$ cat config.mk
export PLATFORM = sky130hd
export DESIGN_NAME = bitcoin_result_scan
export DESIGN_NICKNAME = d
export VERILOG_FILES = /design/src/rtl/bitcoin_result_scan.sv
export SDC_FILE = /design/constraint.sdc
export NUM_CORES = 1
export LEC_CHECK = 0
export ABC_AREA = 1
export BUFFER_PORTS_ARGS = -buffer_cell sky130_fd_sc_hd__buf_2
export CAP_MARGIN = 20
export CORE_UTILIZATION = 40
export CTS_CLUSTER_DIAMETER = 40
export DETAILED_ROUTE_END_ITERATION = 7
export PLACE_DENSITY = 0.62
export RECOVER_POWER = 25
export REMOVE_ABC_BUFFERS = 1
export SKIP_CTS_REPAIR_TIMING = 1
export SLEW_MARGIN = 20
export SYNTH_ARGS = -nofsm -noshare
export SYNTH_HDL_FRONTEND = slang
export SYNTH_SLANG_ARGS = --single-unit
$ cat constraint.sdc
create_clock -name clk -period 5.2 [get_ports clk]
set_input_delay 0.52 -clock clk [delete_from_list [all_inputs] [get_ports clk]]
set_output_delay 0.52 -clock clk [all_outputs]
set_load 0.01 [all_outputs]
$ cat src/rtl/bitcoin_result_scan.sv
// Scans NUM_NONCES result words from memory, keeps the smallest (lowest index on ties),
// compares it against the target and writes a two-word summary back before pulsing done.
module bitcoin_result_scan #(
   parameter int NUM_NONCES = 16
) (
   input  logic        clk,
   input  logic        reset_n,
   input  logic        start,
   input  logic [15:0] output_addr,
   input  logic [15:0] summary_addr,
   input  logic [31:0] target,
   output logic        done,
   output logic        found,
   output logic [7:0]  best_nonce,
   output logic [31:0] best_value,
   output logic        mem_clk,
   output logic        mem_we,
   output logic [15:0] mem_addr,
   output logic [31:0] mem_write_data,
   input  logic [31:0] mem_read_data
);

   typedef enum logic [2:0] {IDLE, READ, SCAN, WRITE0, WRITE1, DONE} state_t;

   localparam logic [7:0] LAST_IDX = 8'(NUM_NONCES - 1);

   state_t      state_reg;
   logic [7:0]  idx_reg;
   logic [15:0] summary_addr_reg;
   logic [31:0] target_reg;

   // Best value including the word arriving this cycle; found must see the last word too.
   logic        word_better;
   logic [31:0] scan_best;

   assign mem_clk     = clk;
   assign word_better = mem_read_data < best_value;
   assign scan_best   = word_better ? mem_read_data : best_value;

   always_ff @(posedge clk or negedge reset_n) begin
      if (!reset_n) begin
         state_reg        <= IDLE;
         idx_reg          <= '0;
         summary_addr_reg <= '0;
         target_reg       <= '0;
         done             <= 1'b0;
         found            <= 1'b0;
         best_nonce       <= '0;
         best_value       <= 32'hFFFF_FFFF;
         mem_we           <= 1'b0;
         mem_addr         <= '0;
         mem_write_data   <= '0;
      end else begin
         done <= 1'b0;
         case (state_reg)
            IDLE: begin
               if (start) begin
                  summary_addr_reg <= summary_addr;
                  target_reg       <= target;
                  mem_addr         <= output_addr;
                  mem_we           <= 1'b0;
                  idx_reg          <= '0;
                  best_value       <= 32'hFFFF_FFFF;
                  best_nonce       <= '0;
                  found            <= 1'b0;
                  state_reg        <= READ;
               end
            end
            READ: begin
               mem_addr  <= mem_addr + 16'd1;
               state_reg <= SCAN;
            end
            SCAN: begin
               if (word_better) begin
                  best_value <= mem_read_data;
                  best_nonce <= idx_reg;
               end
               mem_addr <= mem_addr + 16'd1;
               idx_reg  <= idx_reg + 8'd1;
               if (idx_reg == LAST_IDX) begin
                  found     <= scan_best < target_reg;
                  state_reg <= WRITE0;
               end
            end
            WRITE0: begin
               mem_we         <= 1'b1;
               mem_addr       <= summary_addr_reg;
               mem_write_data <= {found, 23'b0, best_nonce};
               state_reg      <= WRITE1;
            end
            WRITE1: begin
               mem_addr       <= summary_addr_reg + 16'd1;
               mem_write_data <= best_value;
               state_reg      <= DONE;
            end
            DONE: begin
               mem_we    <= 1'b0;
               done      <= 1'b1;
               state_reg <= IDLE;
            end
            default: state_reg <= IDLE;
         endcase
      end
   end

endmodule
# Word-level counts from Yosys, hierarchy flattened
# Cells that the tools add are included.
# classes
n_addsub	3
magnitude_cmp	2
n_eq_ne	9
muxes	18
n_reduce_logical	13
# op_table
operator	count
32-bit case mux with 2 select lines	2
32-bit less-than comparator	2
32-bit two-way mux	2
16-bit case mux with 4 select lines	1
16-bit by 1-bit adder with 16-bit output (second input constant)	2
8-bit case mux with 2 select lines	2
16-bit two-way mux	1
8-bit two-way mux	2
3-bit case mux with 5 select lines	1
2-bit AND reduction	5
8-bit by 1-bit adder with 8-bit output (second input constant)	1
8-bit by 4-bit == test with 1-bit output (second input constant)	1
3-bit by 2-bit == test with 1-bit output (second input constant)	2
3-bit == test (second input constant)	2
3-bit two-way mux	2
2-bit != test (second input constant)	3
3-bit AND reduction	2
2-bit nonzero test	2
4-bit nonzero test	1
3-bit by 1-bit == test with 1-bit output (second input constant)	1
3-bit zero test	1
1-bit two-way mux	3
1-bit case mux with 3 select lines	1
3-bit nonzero test	1
2 further kinds	2
# totals
ff_bits	150
in_bits	99
out_inout_bits	92
wordCells	56

# Longest topological paths before layout
# logic_depth
depth_word	5
mapped_depth	27
depth_no_buf	26

==> reports/results.txt <==
The final critical path takes up 84.7% of the cycle. Cells with a size suffix above 1 make up 23.2% of the layout. The internal portion of total power is 0.00388 W, and the switching share of total power is 43.0%. The worst setup path is launched from a flop. Counting stages on the worst path, the most repeated cell is sky130_fd_sc_hd__a21oi_1. In the final routed layout, each cell accounts on average for 15.2 um.

Measured along the x axis, the die boundary spans 146 um. The largest single stage delay on the critical path is 0.59 ns. In this run, flip-flops and latches consume 30.0% of the power. The logs give 37.2 mm for the wire length of the first global-routing pass and 3 for the number of antenna violations at the first check in global routing.

For the cell area after technology mapping, the log shows 8330 um2. For this design the top-level I/O count stands at 191. Required time reported for the critical path endpoint: 5.67 ns. The slowest stage of the critical path belongs to the cell sky130_fd_sc_hd__nand2_2. Power spread over the standard cell area amounts to 666 nW/um2.

The worst setup path is of the flop to flop kind. The checks that failed: max-capacitance violations, max-slew violations. The predominant post-synthesis flop cell was sky130_fd_sc_hd__dfrtp_1. Counting flops and latches in the post-synthesis netlist gives 150. The tools report the placeable core area as 20300 um2. For this run, the post-layout net count is 1372. The number of DRC violations after detailed routing was 0.

In this run the mean area of a mapped cell was 8.06 um2. Clock-pin slew was measured on the worst setup and hold paths at 0.06 ns. The die covers 21400 um2.

The area used by sequential logic in the layout is 3790 um2. Cell class contributing the biggest share of worst-path delay: compound AO/OA/AOI/OAI gates. Of the post-synthesis cell area, the dominant cell type holds 35.4%.

Buffers placed on the I/O ports in this run total 190. In the global route stage, overall resource usage came out at 22.0%. For the pin with the worst max-slew slack, the measured transition is 2.55 ns. Excluding fillers, the count of instances in the completed layout stands at 1492.

For the number of max-slew violations in the final report, the log shows 98. Combinational cells account for 48.0% of the total power. The run gives 227 MHz as the maximum clock frequency. The remaining global-route overflow came out at 0. TritonCTS built the clock tree. After synthesis, the share of flip-flops with an asynchronous set or reset is 100%. The critical path endpoint category is a flop. The number of different library cells in the post-synthesis netlist is 37. The tools report the total wire length as 22.7 mm. Of all cell types, the one taking the most synthesized area is sky130_fd_sc_hd__dfrtp_1. The post-route minimum period came out at 4.41 ns. The maximum clock skew at final layout was 0.0104 ns. The run gives 0 as the number of nets with antenna violations after detailed routing.

In the synthesized netlist, the number of instances is 1034. The post-place setup slack came out at 0.721 ns. The multi-input combinational cells in the finished layout cover a total of 3740 um2.

Counting flops with a built-in enable in the synthesized netlist gives 0. For the worst-skew pair, the clock arrives at the later sink with an insertion delay of 0.53 ns. The number of antenna diodes in the final layout is 0. The die is 146 um tall.

In the post-synthesis netlist, the biggest area contributors are sky130_fd_sc_hd__dfrtp_1 35%, sky130_fd_sc_hd__dfstp_2 10%, sky130_fd_sc_hd__ha_1 9.6%. Counting buffers and inverters, the worst setup path is 18 cells deep. Traced cell by cell, the critical path runs through inv_1 > ha_1 > a21oi_1 > o21ai_0 > nand2_1 > nand3_1 > a21oi_1 > nand2_2 > nor2_1 > a21oi_1 > ha_1 > a21oi_1 > a31oi_1 > a2111oi_0 > nor2_1 > a2111oi_0 > nand2_1 > nand2_1. The core occupancy in the finished layout was 50.4%; the area added between synthesis and finish was 22.7%. The maximum vdd drop is 0.000334 V, and the number of filler cells placed in the layout is 2049. The run finished, with violations left. Total power for the finished layout comes to 0.00681 W.

The starting DRC count in detailed routing is 351, and the minimum hold slack is 0.194 ns. After detailed placement, the design holds a cell count of 1457. The share of the Yosys chip area taken by registers is 45.5%. For the final-report hold violation count, the log shows 0. The total via count after detailed routing was 7511.

The worst min-delay path category was input port to flop. Setup repair after global routing left no endpoint under its margin. Buffer and inverter count on the worst path: 1. Yosys warning count: 0. For the initial core utilization, the log shows 41.1%. Setup violations remaining at the end of the flow were counted as 0. Entering global routing, the biggest net connects 98 pins.

The congestion estimate from routability-driven global placement came to 0.815. Along the worst path, the maximum fanout reaches 49. For the total of max-cap violations, the log shows 1. The run gives 7320 as the via count of the first global-routing pass. The leakage component of the power is 5.23 nW, and the worst-case setup margin in the final layout is 0.794 ns.

The number of vias per cell was 5.03; the number of stages on the worst hold path was 3. Counting cells, the worst reg-to-reg path comes to 18. STA puts the critical path data arrival time at 4.87 ns.

The tools report the site row count as 52. The HPWL after detailed placement was 15.8 mm. The share of total power dissipated in the clock network is 22.1%. Measured against its own limit, the worst slew margin works out to -70.2%.

The logs give 5 for the number of detailed-route iterations in the first pass and 0.00293 W for the switching power summed over all nets.
power groups by stage:
stage / logic (W) / clock network (W) / registers (W)
after detailed placement: 0.00327 / 0.0000116 / 0.00206
final: 0.00327 / 0.00150 / 0.00204
after CTS: 0.00330 / 0.00152 / 0.00204
after global routing: 0.00376 / 0.00158 / 0.00211
after global placement: 0.00321 / 0.0000116 / 0.00205
after floorplan: 0.00208 / 0 / 0.00214
layer usage:
layer  GRT usage, %  part of all wire, %
met1           29.6                   47
met5              0                 0.15
met4           6.30                  1.2
met2           35.2                   46
met3           5.22                  5.6
stage by stage:
stage	TNS [ns]	instance area, um2
finish	0	10200
global route	0	10200
CTS	0	10200
detailed placement	0	9500
global placement	0	9490
floorplan	-19.67	8140
synth_stat cells, drive strengths merged (3+ instances only):
master,n
a21oi,84
a31oi,3
a32oi,5
buf,9
clkbuf,35
dfrtp,118
dfstp,32
ha,64
inv,162
nand2,182
nand3,56
nand4,6
nor2,77
nor3,12
o21ai,137
o22ai,36
path summary, 6_finish.rpt:
kind                                 from              to  slack, ns
min                             target[9]   target_reg[9]       0.19
min reg2reg                 target_reg[0]   target_reg[0]       0.48
min in group asynchronous         reset_n     mem_addr[4]       0.73
max reg2reg                best_value[19]           found       0.79
max in group asynchronous         reset_n  target_reg[30]       2.62
max                        best_value[19]           found       0.79
cell usage in the layout, fill, tap and decap left out, types with 2 or more instances in the layout:
master                       Yosys  layout
sky130_fd_sc_hd__o21ai_0       124     124
sky130_fd_sc_hd__a31oi_1         3       3
sky130_fd_sc_hd__nor2_4          2       3
sky130_fd_sc_hd__clkbuf_1       35       2
sky130_fd_sc_hd__clkbuf_8        0       2
sky130_fd_sc_hd__clkinv_1        2       2
sky130_fd_sc_hd__dfstp_2        32      32
sky130_fd_sc_hd__nand3_1        56      56
sky130_fd_sc_hd__inv_1         162     162
sky130_fd_sc_hd__buf_4           1       7
sky130_fd_sc_hd__clkbuf_16       0      20
sky130_fd_sc_hd__a2111oi_0       2       2
sky130_fd_sc_hd__dfrtp_1       118     118
sky130_fd_sc_hd__nand2_1       179     178
sky130_fd_sc_hd__o21ai_1         8       8
sky130_fd_sc_hd__nor3_2          2       3
sky130_fd_sc_hd__ha_1           64      64
sky130_fd_sc_hd__nand4_1         6       6
sky130_fd_sc_hd__buf_2           5     189
sky130_fd_sc_hd__nor2_1         71      69
sky130_fd_sc_hd__a32oi_1         5       5
sky130_fd_sc_hd__nor2_2          4       5
sky130_fd_sc_hd__clkinvlp_4      0       3
sky130_fd_sc_hd__nand2_2         2       3
sky130_fd_sc_hd__a211oi_1        2       2
sky130_fd_sc_hd__a21oi_1        84      84
sky130_fd_sc_hd__inv_6           0       2
sky130_fd_sc_hd__o22ai_1        36      36
sky130_fd_sc_hd__o21ai_2         5       5
sky130_fd_sc_hd__bufinv_16       0       5
sky130_fd_sc_hd__o21a_1          2       2
sky130_fd_sc_hd__nor3_1         10       9
cell families after synthesis:
group / synth area share, %
flip-flops: 45.5
AO/OA/AOI/OAI: 18.1
XOR/XNOR: 0.105
buffers and inverters: 9.76
AND/OR/NAND/NOR: 16.9
adder cells (fa/ha/maj): 9.61
cell type report:
type                       count  area share, %
sequential                   150           37.1
clock inverter                11           1.91
multi-input combinational    676           36.6
inverter                     164           6.02
tap                          270           3.30
timing repair buffer         196           9.77
clock buffer                  25           5.29
tightest hold or removal path: stages:
cell and delay (ns):
sky130_fd_sc_hd__buf_2 0.07, sky130_fd_sc_hd__nand2_1 0.04, sky130_fd_sc_hd__o21ai_0 0.06
No activity file was read; power rests on OpenSTA's default activity.
